--- src/rtl/mem_arb_pkg.sv ---
// Shared constants for the memory arbiter: FSM state codes, owner encoding and
// the line-offset width helper.
package mem_arb_pkg;

  localparam logic [1:0] ST_IDLE  = 2'd0;
  localparam logic [1:0] ST_BURST = 2'd1;
  localparam logic [1:0] ST_DONE  = 2'd2;

  localparam logic OWN_I = 1'b0;
  localparam logic OWN_D = 1'b1;

  // Byte-offset bits inside one line: word index bits plus the 2 byte bits.
  function automatic int off_bits(input int line_words);
    return $clog2(line_words) + 2;
  endfunction

endpackage

--- src/rtl/mem_arbiter_if.sv ---
// Cache-side request/refill ports and the main-memory port of mem_arbiter.
// The slave modport is the arbiter's view; master is the caches/memory view.
interface mem_arbiter_if;

  logic        i_req;
  logic [31:0] i_addr;
  logic        i_gnt;
  logic        i_rvalid;
  logic [31:0] i_rdata;
  logic        i_done;

  logic        d_req;
  logic        d_we;
  logic [31:0] d_addr;
  logic [31:0] d_wdata;
  logic        d_wnext;
  logic        d_gnt;
  logic        d_rvalid;
  logic [31:0] d_rdata;
  logic        d_done;

  logic        mem_req;
  logic        mem_we;
  logic [31:0] mem_addr;
  logic [31:0] mem_wdata;
  logic        mem_ack;
  logic [31:0] mem_rdata;

  modport slave (
    input  i_req, i_addr, d_req, d_we, d_addr, d_wdata, mem_ack, mem_rdata,
    output i_gnt, i_rvalid, i_rdata, i_done,
    output d_wnext, d_gnt, d_rvalid, d_rdata, d_done,
    output mem_req, mem_we, mem_addr, mem_wdata
  );

  modport master (
    output i_req, i_addr, d_req, d_we, d_addr, d_wdata, mem_ack, mem_rdata,
    input  i_gnt, i_rvalid, i_rdata, i_done,
    input  d_wnext, d_gnt, d_rvalid, d_rdata, d_done,
    input  mem_req, mem_we, mem_addr, mem_wdata
  );

endinterface

--- src/rtl/mem_arb_pick.sv ---
// Combinational owner selection between the ICache and DCache requests.
// MEM_ARB_RR_EN: ties go to the requester that was not the last owner.
module mem_arb_pick
  import mem_arb_pkg::*;
(
  input  logic i_req,
  input  logic d_req,
`ifdef MEM_ARB_RR_EN
  input  logic last_owner,
`endif
  output logic owner
);

  // Tie-break first, then single-requester cases.
  always_comb begin
    owner = OWN_I;
    if (i_req && d_req) begin
`ifdef MEM_ARB_RR_EN
      owner = ~last_owner;
`else
      owner = OWN_D;
`endif
    end else if (d_req) begin
      owner = OWN_D;
    end else begin
      owner = OWN_I;
    end
  end

endmodule

--- src/rtl/mem_arbiter.sv ---
// Line-burst arbiter sharing one memory port between ICache and DCache.
// Define MEM_ARB_RR_EN for round-robin ties; default is DCache priority.
module mem_arbiter
  import mem_arb_pkg::*;
#(
  parameter int LINE_WORDS = 8
) (
  input  logic         clk,
  input  logic         rst,
  mem_arbiter_if.slave bus
);

  localparam int              OFF       = off_bits(LINE_WORDS);
  localparam int              BW        = OFF - 2;
  localparam logic [31:0]     LINE_MASK = 32'(LINE_WORDS * 4 - 1);
  localparam logic [BW-1:0]   BEAT_LAST = BW'(LINE_WORDS - 1);
  localparam logic [BW-1:0]   BEAT_ONE  = BW'(1);

  logic [1:0]    state;
  logic [BW-1:0] beat;
  logic          owner;
  logic          we;
  logic [31:0]   base;
  logic [31:0]   mem_addr_q;
  logic          i_rvalid_q;
  logic          d_rvalid_q;
  logic [31:0]   i_rdata_q;
  logic [31:0]   d_rdata_q;

  logic          pick_owner;
  logic          any_req;
  logic          acked;
  logic [31:0]   req_addr;
  logic [31:0]   next_addr;

  assign any_req   = bus.i_req | bus.d_req;
  assign req_addr  = (pick_owner == OWN_D) ? bus.d_addr : bus.i_addr;
  assign acked     = (state == ST_BURST) & bus.mem_ack;
  // Beat counter wraps inside the line, so the address never leaves it.
  assign next_addr = base | 32'({beat + BEAT_ONE, 2'b00});

`ifdef MEM_ARB_RR_EN
  logic last_owner;

  // Remember who was granted most recently for the round-robin tie-break.
  always_ff @(posedge clk or posedge rst) begin
    if (rst) begin
      last_owner <= OWN_I;
    end else if (state == ST_IDLE && any_req) begin
      last_owner <= pick_owner;
    end
  end
`endif

  mem_arb_pick u_pick (
    .i_req      (bus.i_req),
    .d_req      (bus.d_req),
`ifdef MEM_ARB_RR_EN
    .last_owner (last_owner),
`endif
    .owner      (pick_owner)
  );

  // Burst FSM, beat counter, beat address and refill data registers.
  always_ff @(posedge clk or posedge rst) begin
    if (rst) begin
      state      <= ST_IDLE;
      beat       <= {BW{1'b0}};
      owner      <= OWN_I;
      we         <= 1'b0;
      base       <= 32'h0000_0000;
      mem_addr_q <= 32'h0000_0000;
      i_rvalid_q <= 1'b0;
      d_rvalid_q <= 1'b0;
      i_rdata_q  <= 32'h0000_0000;
      d_rdata_q  <= 32'h0000_0000;
    end else begin
      i_rvalid_q <= 1'b0;
      d_rvalid_q <= 1'b0;
      case (state)
        ST_IDLE: begin
          if (any_req) begin
            state      <= ST_BURST;
            owner      <= pick_owner;
            we         <= (pick_owner == OWN_D) & bus.d_we;
            base       <= req_addr & ~LINE_MASK;
            mem_addr_q <= req_addr & ~LINE_MASK;
            beat       <= {BW{1'b0}};
          end
        end
        ST_BURST: begin
          if (bus.mem_ack) begin
            beat       <= beat + BEAT_ONE;
            mem_addr_q <= next_addr;
            if (!we) begin
              if (owner == OWN_D) begin
                d_rvalid_q <= 1'b1;
                d_rdata_q  <= bus.mem_rdata;
              end else begin
                i_rvalid_q <= 1'b1;
                i_rdata_q  <= bus.mem_rdata;
              end
            end
            if (beat == BEAT_LAST) begin
              state <= ST_DONE;
            end
          end
        end
        ST_DONE: begin
          state <= ST_IDLE;
        end
        default: begin
          state <= ST_IDLE;
        end
      endcase
    end
  end

  assign bus.mem_req   = (state == ST_BURST);
  assign bus.mem_we    = (state == ST_BURST) & we;
  assign bus.mem_addr  = mem_addr_q;
  assign bus.mem_wdata = bus.d_wdata;
  assign bus.d_wnext   = acked & we;

  assign bus.i_gnt     = (state != ST_IDLE) & (owner == OWN_I);
  assign bus.d_gnt     = (state != ST_IDLE) & (owner == OWN_D);
  assign bus.i_done    = (state == ST_DONE) & (owner == OWN_I);
  assign bus.d_done    = (state == ST_DONE) & (owner == OWN_D);

  assign bus.i_rvalid  = i_rvalid_q;
  assign bus.d_rvalid  = d_rvalid_q;
  assign bus.i_rdata   = i_rdata_q;
  assign bus.d_rdata   = d_rdata_q;

endmodule
--- src/flat_wrapper.sv ---
// flat-port wrapper written by rule: the top's interface ports become plain ports
module mem_arbiter_flat import mem_arb_pkg::*;
#(
  parameter int LINE_WORDS = 8
)
  (clk, rst, bus_i_req, bus_i_addr, bus_d_req, bus_d_we, bus_d_addr, bus_d_wdata, bus_mem_ack, bus_mem_rdata, bus_i_gnt, bus_i_rvalid, bus_i_rdata, bus_i_done, bus_d_wnext, bus_d_gnt, bus_d_rvalid, bus_d_rdata, bus_d_done, bus_mem_req, bus_mem_we, bus_mem_addr, bus_mem_wdata);
  mem_arbiter_if bus_i ();
  input  logic clk;
  input  logic rst;
  input wire logic [$bits(bus_i.i_req)-1:0] bus_i_req;
  input wire logic [$bits(bus_i.i_addr)-1:0] bus_i_addr;
  input wire logic [$bits(bus_i.d_req)-1:0] bus_d_req;
  input wire logic [$bits(bus_i.d_we)-1:0] bus_d_we;
  input wire logic [$bits(bus_i.d_addr)-1:0] bus_d_addr;
  input wire logic [$bits(bus_i.d_wdata)-1:0] bus_d_wdata;
  input wire logic [$bits(bus_i.mem_ack)-1:0] bus_mem_ack;
  input wire logic [$bits(bus_i.mem_rdata)-1:0] bus_mem_rdata;
  output wire logic [$bits(bus_i.i_gnt)-1:0] bus_i_gnt;
  output wire logic [$bits(bus_i.i_rvalid)-1:0] bus_i_rvalid;
  output wire logic [$bits(bus_i.i_rdata)-1:0] bus_i_rdata;
  output wire logic [$bits(bus_i.i_done)-1:0] bus_i_done;
  output wire logic [$bits(bus_i.d_wnext)-1:0] bus_d_wnext;
  output wire logic [$bits(bus_i.d_gnt)-1:0] bus_d_gnt;
  output wire logic [$bits(bus_i.d_rvalid)-1:0] bus_d_rvalid;
  output wire logic [$bits(bus_i.d_rdata)-1:0] bus_d_rdata;
  output wire logic [$bits(bus_i.d_done)-1:0] bus_d_done;
  output wire logic [$bits(bus_i.mem_req)-1:0] bus_mem_req;
  output wire logic [$bits(bus_i.mem_we)-1:0] bus_mem_we;
  output wire logic [$bits(bus_i.mem_addr)-1:0] bus_mem_addr;
  output wire logic [$bits(bus_i.mem_wdata)-1:0] bus_mem_wdata;
  assign bus_i.i_req = bus_i_req;
  assign bus_i.i_addr = bus_i_addr;
  assign bus_i.d_req = bus_d_req;
  assign bus_i.d_we = bus_d_we;
  assign bus_i.d_addr = bus_d_addr;
  assign bus_i.d_wdata = bus_d_wdata;
  assign bus_i.mem_ack = bus_mem_ack;
  assign bus_i.mem_rdata = bus_mem_rdata;
  assign bus_i_gnt = bus_i.i_gnt;
  assign bus_i_rvalid = bus_i.i_rvalid;
  assign bus_i_rdata = bus_i.i_rdata;
  assign bus_i_done = bus_i.i_done;
  assign bus_d_wnext = bus_i.d_wnext;
  assign bus_d_gnt = bus_i.d_gnt;
  assign bus_d_rvalid = bus_i.d_rvalid;
  assign bus_d_rdata = bus_i.d_rdata;
  assign bus_d_done = bus_i.d_done;
  assign bus_mem_req = bus_i.mem_req;
  assign bus_mem_we = bus_i.mem_we;
  assign bus_mem_addr = bus_i.mem_addr;
  assign bus_mem_wdata = bus_i.mem_wdata;
  mem_arbiter #(.LINE_WORDS(LINE_WORDS)) u_core (.clk(clk), .rst(rst), .bus(bus_i));
endmodule
--- config.mk ---
export PLATFORM = sky130hd
export DESIGN_NAME = mem_arbiter_flat
export DESIGN_NICKNAME = d
export VERILOG_FILES = /design/src/rtl/mem_arb_pkg.sv /design/src/rtl/mem_arbiter_if.sv /design/src/rtl/mem_arb_pick.sv /design/src/rtl/mem_arbiter.sv /design/src/flat_wrapper.sv
export SDC_FILE = /design/constraint.sdc
export NUM_CORES = 1
export LEC_CHECK = 0
export CAP_MARGIN = 10
export CORE_MARGIN = 2
export CORE_UTILIZATION = 42
export DETAILED_ROUTE_END_ITERATION = 10
export PLACE_DENSITY = 0.82
export SYNTH_ARGS = -nofsm -noshare
export SYNTH_HDL_FRONTEND = slang
export SYNTH_HIERARCHICAL = 1
export SYNTH_SLANG_ARGS = --single-unit
--- constraint.sdc ---
create_clock -name clk -period 5.33 [get_ports clk]
set_input_delay 0.533 -clock clk [delete_from_list [all_inputs] [get_ports clk]]
set_output_delay 0.533 -clock clk [all_outputs]
set_load 0.03 [all_outputs]
==> results of run 1 <==
==> routing by layer <==
metal / wire, um / GRT usage / up-vias
met1: 4758 / 0.1854 / 1774
li1: - / - / 1654
met2: 6591 / 0.3125 / 131
met4: 236 / 0.07471 / 0
met5: 0 / 0 / -
met3: 994 / 0.06391 / 22
==> Yosys cell counts <==
| cell type | count |
|---|---|
| nor3_2 | 1 |
| nand2_1 | 3 |
| ha_1 | 2 |
| nor2_1 | 4 |
| buf_2 | 11 |
| or2_2 | 1 |
| mux2_4 | 16 |
| o21a_1 | 1 |
| nor3b_1 | 1 |
| inv_2 | 1 |
| and3_1 | 1 |
| dfrtp_1 | 127 |
| mux2_2 | 147 |
| nor3_1 | 2 |
| a21oi_1 | 1 |
| mux2_1 | 10 |
| nand4_2 | 1 |
| clkbuf_1 | 2 |
| nand3b_1 | 1 |
| inv_1 | 5 |
| buf_4 | 37 |
| nor2b_1 | 2 |
| buf_6 | 4 |
| mux2i_1 | 4 |
| nand2b_1 | 1 |
| conb_1 | 1 |
| and3b_1 | 1 |
==> critical path: cells and delay by family, from the launching register on <==
| kind | cells | cell delay (ns) |
|---|---|---|
| buf+inv | 2 | 1.00 |
| simple gates | 1 | 0.61 |
| flops | 1 | 0.43 |
==> how the worst max path moves through the flow <==
stage                                startpoint                                   to  slack [ns]  depth (start not counted)
finish              u_core/state[1]$_DFFE_PP0P_                          bus_mem_req        2.34                          3
global route        u_core/state[1]$_DFFE_PP0P_                          bus_mem_req        2.22                          3
CTS                 u_core/state[1]$_DFFE_PP0P_                          bus_mem_req        2.30                          3
detailed placement                    bus_d_req  u_core/bus.mem_addr[30]$_DFFE_PP0P_        2.29                          6
global placement                      bus_d_req  u_core/bus.mem_addr[28]$_DFFE_PP0P_        2.35                          6
floorplan                                   rst          u_core/base[10]$_DFFE_PP0P_        1.41                          1
==> per-stage QoR <==
step	worst slack, ns	hold slack [ns]
2_1_floorplan	1.413	0.4767
3_5_place_dp	2.289	0.4807
4_1_cts	2.300	0.4926
6_report	2.345	0.4895
3_3_place_gp	2.348	0.4751
5_1_grt	2.218	0.5053
==> kinds of logic after synthesis <==
family / Yosys count / synth area share
other: 1 / 0.0006477
AND/OR/NAND/NOR: 19 / 0.01967
multiplexers: 177 / 0.3538
flip-flops: 127 / 0.5490
adder cells (fa/ha/maj): 2 / 0.004322
AO/OA/AOI/OAI: 2 / 0.002161
buffers and inverters: 60 / 0.07046
==> sequential cells by signal (all words and copies together), names as in the netlist <==
register / count
u_core/beat: 2
u_core/state: 2
u_core/base: 27
u_core/we: 1
u_core/bus.mem_addr: 28
u_core/bus.d_rdata: 32
u_core/bus.i_rvalid: 1
u_core/owner: 1
u_core/bus.i_rdata: 32
u_core/bus.d_rvalid: 1
==> cells in the final DEF (no fill, tap or decap), drive strengths merged <==
master         instances
a21oi                  1
clkbuf                26
nor2                   4
conb                   2
o21a                   1
ha                     2
nand4                  1
nand3b                 1
dfrtp                127
or2                    1
and3b                  1
nor3                   3
nand2b                 1
nand2                  3
clkdlybuf4s50        194
and3                   1
buf                    6
clkinv                 4
mux2                 173
bufinv                 2
inv                    6
nor2b                  2
mux2i                  4
nor3b                  1
==> power by group <==
group          switching [mW]  internal (mW)  total (mW)
logic                    1.42           1.45        2.87
registers               0.266           1.46        1.73
clock network           0.382          0.734        1.12
==> area by class of cell <==
class	instances	area, um2	area share
clock inverter	6	80.08	0.009753
tap	176	220.2	0.02682
sequential	127	3178	0.3871
multi-input combinational	202	2221	0.2705
timing repair buffer	200	1987	0.2420
clock buffer	26	499.2	0.06080
inverter	6	25.02	0.003048
==> impl_metrics.json, run 1 <==
{
  "outcome": "finished clean",
  "cts_root_buffer": "clkbuf_16",
  "clkTransAtPathRegs_ns": 0.05,
  "grt_max_degree": 84,
  "drtAntennaViolNets": 0,
  "grt_use_total": 0.1752,
  "worstMarginPinSlew_ns": 1.017,
  "fp.dieH_um": 121.4,
  "synthCells": 388,
  "final_net_count": 690,
  "final.period_utilization": 0.5601,
  "drive_gt1_frac": 0.3580,
  "final_util": 0.6151,
  "n_antenna_cell": 0,
  "first_global_vias": 4015,
  "power_mw": 5.718,
  "placed_cells": 711,
  "start_util": 0.4337,
  "hp-start": "u_core/bus.d_rdata[1]$_DFFE_PP0P_",
  "worstReg2RegEnd": "u_core/bus.d_rdata[4]$_DFFE_PP0P_",
  "seq_area_frac_synth": 0.5490,
  "cp-end-kind": "output port",
  "cts_max_level": 4,
  "cp.required_ns": 4.80,
  "cts_setup_buffers": 0,
  "final.setup.tns_ns": 0,
  "viasPerCell": 4.820,
  "die_w_um": 121.4,
  "n_fill_cell": 1011,
  "drc_errors": 0,
  "hold_end": "u_core/bus.d_rdata[1]$_DFFE_PP0P_",
  "tritoncts": "done",
  "die_area_um2": 14740,
  "synth.distinct_cells": 27,
  "syn2layout_area_growth_pct": 41.82,
  "place.gp.congestion": 0.7392,
  "rows": 42,
  "grt.overflow.total": 0,
  "rrSetupSlack_ns": 2.97,
  "worst_skew_pair.late_latency_ns": 0.41,
  "min_period_ns": 2.985,
  "wl_per_cell_um": 16.93,
  "synth_top_cell_by_area": "dfrtp_1",
  "fin_area_um2": 8210,
  "post-dp-hpwl_um": 8912,
  "whs_path_depth": 1,
  "yosysTopAreaCellShare": 0.5490,
  "cts_resized": 0,
  "r2r_cells": 5,
  "syn_area_um2": 5789,
  "relSlewSlack": 0.3223,
  "yosys-top-cells-area": "dfrtp_1 (55%), mux2_2 (29%), buf_4 (4.8%), mux2_4 (4.1%), mux2_1 (1.9%)",
  "firstDrtPassIters": 4,
  "synth_warnings": 6,
  "reg2reg_from": "u_core/state[1]$_DFFE_PP0P_",
  "hold_viol": 0,
  "power_density_nw_per_um2": 696.4,
  "path_class": "reg -> out",
  "postCtsHoldBufs": 0,
  "setup_viol": 0,
  "critPathSlowestCell": "clkdlybuf4s50_1",
  "ios": 271,
  "p_leak_nw": 3.446,
  "slew_violations": 0,
  "vias": 3581,
  "ir_drop_mv": 0.3567,
  "skew_ns": 0.006449,
  "cts-buffers-inserted": 17,
  "cts_buffer_depth": 2,
  "path_cells": "nand2b_2, inv_2, clkdlybuf4s50_1",
  "fin_cells": 743,
  "drv_cap": 0,
  "cpPeakStageDelay_ns": 0.73,
  "rsz0062_at_grt": "no",
  "synth_seq_cells": 127,
  "drt_iter0_drc": 92,
  "startpoint_type": "register",
  "synth.avg_cell_area_um2": 14.92,
  "cts_sinks": 127,
  "wl_um": 12580,
  "cp_max_fo": 30,
  "grt_pass1_wl_um": 19780,
  "fmax_mhz": 335.0,
  "port-buffer-count": 194,
  "grt_antenna_before_repair": 0,
  "core_um2": 13350,
  "min_path_type": "reg -> reg",
  "cp_data_arrival_time_ns": 2.45,
  "placed_cell_area_um2": 7631
}
Power figures use the tool's default switching activity.
==> run 2: changes to the inputs <==
--- a/config.mk
+++ b/config.mk
@@ -7,9 +7,9 @@
 export LEC_CHECK = 0
 export CAP_MARGIN = 10
 export CORE_MARGIN = 2
-export CORE_UTILIZATION = 42
+export CORE_UTILIZATION = 37
 export DETAILED_ROUTE_END_ITERATION = 10
-export PLACE_DENSITY = 0.82
+export PLACE_DENSITY = 0.76
 export SYNTH_ARGS = -nofsm -noshare
 export SYNTH_HDL_FRONTEND = slang
 export SYNTH_HIERARCHICAL = 1
==> constraint.sdc (replaced) <==
create_clock -name clk -period 2.4 [get_ports clk]
set_input_delay 0.24 -clock clk [delete_from_list [all_inputs] [get_ports clk]]
set_output_delay 0.24 -clock clk [all_outputs]
set_load 0.03 [all_outputs]
==> run 2 against run 1 <==
  * Register-to-register slack got worse by 2.4 ns
  * Sequential share of layout area down 0.72 points
  * Sequential power is 120% higher
  * Critical endpoint is now bus_d_wnext
==> impl_metrics.json, run 2 (synthesis gave the netlist of run 1 again) <==
{
  "outcome": "finished clean",
  "critPathSlowestCell": "clkdlybuf4s50_1",
  "path_cells": "nand3b_1, nor2_1, clkdlybuf4s50_1",
  "final.period_utilization": 0.9177,
  "grt.overflow.total": 0,
  "pwr-share-seq": 0.299,
  "min_path_type": "in -> async",
  "cell_internal_pwr_mw": 8.221,
  "rsz0062_at_grt": "no",
  "final.setup.tns_ns": 0,
  "p_sw_frac": 0.3603,
  "grt_antenna_before_repair": 0,
  "setup_viol": 0,
  "cp_max_fo": 6,
  "r2r_cells": 4,
  "rrSetupSlack_ns": 0.57,
  "start_util": 0.3794,
  "p_comb_frac": 0.502,
  "vias": 3657,
  "slew_violations": 0,
  "place_ws_ns": 0.2189,
  "p_sw_mw": 4.630,
  "cp_data_arrival_time_ns": 1.96,
  "cts_max_level": 4,
  "port-buffer-count": 194,
  "firstDrtPassIters": 4,
  "hold_viol": 0,
  "postCtsHoldBufs": 0,
  "final_net_count": 695,
  "worst_skew_pair.late_latency_ns": 0.41,
  "placed_cell_area_um2": 7776,
  "fin_ws_ns": 0.1976,
  "cts_root_buffer": "clkbuf_16",
  "cts_resized": 0,
  "layout.cells.most_common_list": "clkdlybuf4s50_1 (194), mux2_2 (147), dfrtp_1 (127)",
  "cts_buffer_depth": 2,
  "reg2reg_from": "u_core/state[1]$_DFFE_PP0P_",
  "cts-buffers-inserted": 17,
  "worstReg2RegEnd": "u_core/bus.mem_addr[28]$_DFFE_PP0P_",
  "viasPerCell": 4.682,
  "min_period_ns": 2.202,
  "grt_use_total": 0.1570,
  "die_w_um": 129.1,
  "grt_max_degree": 70,
  "cts_sinks": 127,
  "startpoint_type": "register",
  "fin_area_um2": 8366,
  "fp.dieH_um": 129.1,
  "path_class": "reg -> out",
  "clkTransAtPathRegs_ns": 0.05,
  "clockPowerShare": 0.199,
  "grt_pass1_wl_um": 19960,
  "whs_ns": 0.3031,
  "power_density_nw_per_um2": 1536,
  "n_antenna_cell": 0,
  "fmax_mhz": 454.0,
  "place.gp.congestion": 0.7127,
  "die_area_um2": 16660,
  "drv_cap": 0,
  "ir_drop_mv": 0.7484,
  "final_common_cell": "clkdlybuf4s50_1",
  "cp.required_ns": 2.16,
  "skew_ns": 0.006828,
  "drtAntennaViolNets": 0,
  "tritoncts": "done",
  "syn2layout_area_growth_pct": 44.50,
  "post-dp-hpwl_um": 9162,
  "first_global_vias": 3961,
  "wl_um": 12800,
  "p_leak_nw": 3.487,
  "wl_per_cell_um": 16.38,
  "cpPeakStageDelay_ns": 0.70,
  "cts_setup_buffers": 0,
  "core_um2": 15260,
  "cp-end-kind": "output port",
  "ios": 271,
  "drc_errors": 0,
  "rows": 45,
  "drive_gt1_frac": 0.3632,
  "drt_iter0_drc": 127
}
-- run 2: cell count changes in the layout (fill, tap and decap cells not counted), sizes merged --
cell / previous run / this run
buf: 6 / 11
bufinv: 2 / 3
inv: 6 / 5
clkinv: 4 / 2
clkinvlp: 0 / 2
clkbuf: 26 / 24
-- run 2: worst max path at each step --
stage,end,depth (start not counted),slack (ns),start
floorplan,u_core/base[10]$_DFFE_PP0P_,1,0.59,rst
global placement,u_core/bus.mem_addr[15]$_DFFE_PP0P_,5,0.26,bus_d_req
detailed placement,u_core/bus.mem_addr[17]$_DFFE_PP0P_,5,0.22,bus_d_req
CTS,bus_d_wnext,3,0.18,u_core/state[1]$_DFFE_PP0P_
global route,bus_d_wnext,3,0.09,u_core/state[1]$_DFFE_PP0P_
finish,bus_d_wnext,3,0.20,u_core/state[1]$_DFFE_PP0P_
-- run 2: worst max-delay path, delay by kind of cell (launching register included) --
family                 cells  cell delay [ns]
flip-flops                 1             0.43
buffers and inverters      1             0.70
AND/OR/NAND/NOR            2             0.43
-- run 2: per-layer routing --
| layer | vias up | part of all wire | track usage |
|---|---|---|---|
| met4 | 0 | 0.017 | 0.05818 |
| met2 | 118 | 0.51 | 0.2667 |
| met3 | 26 | 0.072 | 0.06895 |
| li1 | 1668 | - | - |
| met1 | 1845 | 0.40 | 0.1754 |
| met5 | - | 0 | 0 |
-- run 2: area by class of cell --
class                      count  area, um2
clock buffer                  24      481.7
clock inverter                 6      107.6
inverter                       6      26.28
timing repair buffer         205       2087
tap                          211      264.0
fill                        1270       6893
sequential                   127       3178
multi-input combinational    202       2221
-- run 2: metrics by stage --
stage,util,power [mW],cells
floorplan,-,7.985,389
global placement,0.5096,10.21,751
detailed placement,0.5096,10.38,751
CTS,0.5483,13.02,781
global route,0.5483,13.53,781
finish,0.5483,12.85,781
-- run 2: power groups by stage --
stage,registers (mW),clock network [mW],logic [mW]
global placement,3.80,0,6.41
global route,3.99,2.75,6.80
CTS,3.86,2.63,6.53
detailed placement,3.88,0,6.51
finish,3.84,2.56,6.45
floorplan,5.41,0,2.57
==> run 3: changes to the inputs <==
--- a/config.mk
+++ b/config.mk
@@ -8,6 +8,7 @@
 export CAP_MARGIN = 10
 export CORE_MARGIN = 2
 export CORE_UTILIZATION = 37
+export CTS_CLUSTER_SIZE = 8
 export DETAILED_ROUTE_END_ITERATION = 10
 export PLACE_DENSITY = 0.76
 export SYNTH_ARGS = -nofsm -noshare
==> results of run 3 <==
Same layout as run 2: the final DEF is identical, and so are final timing and power.
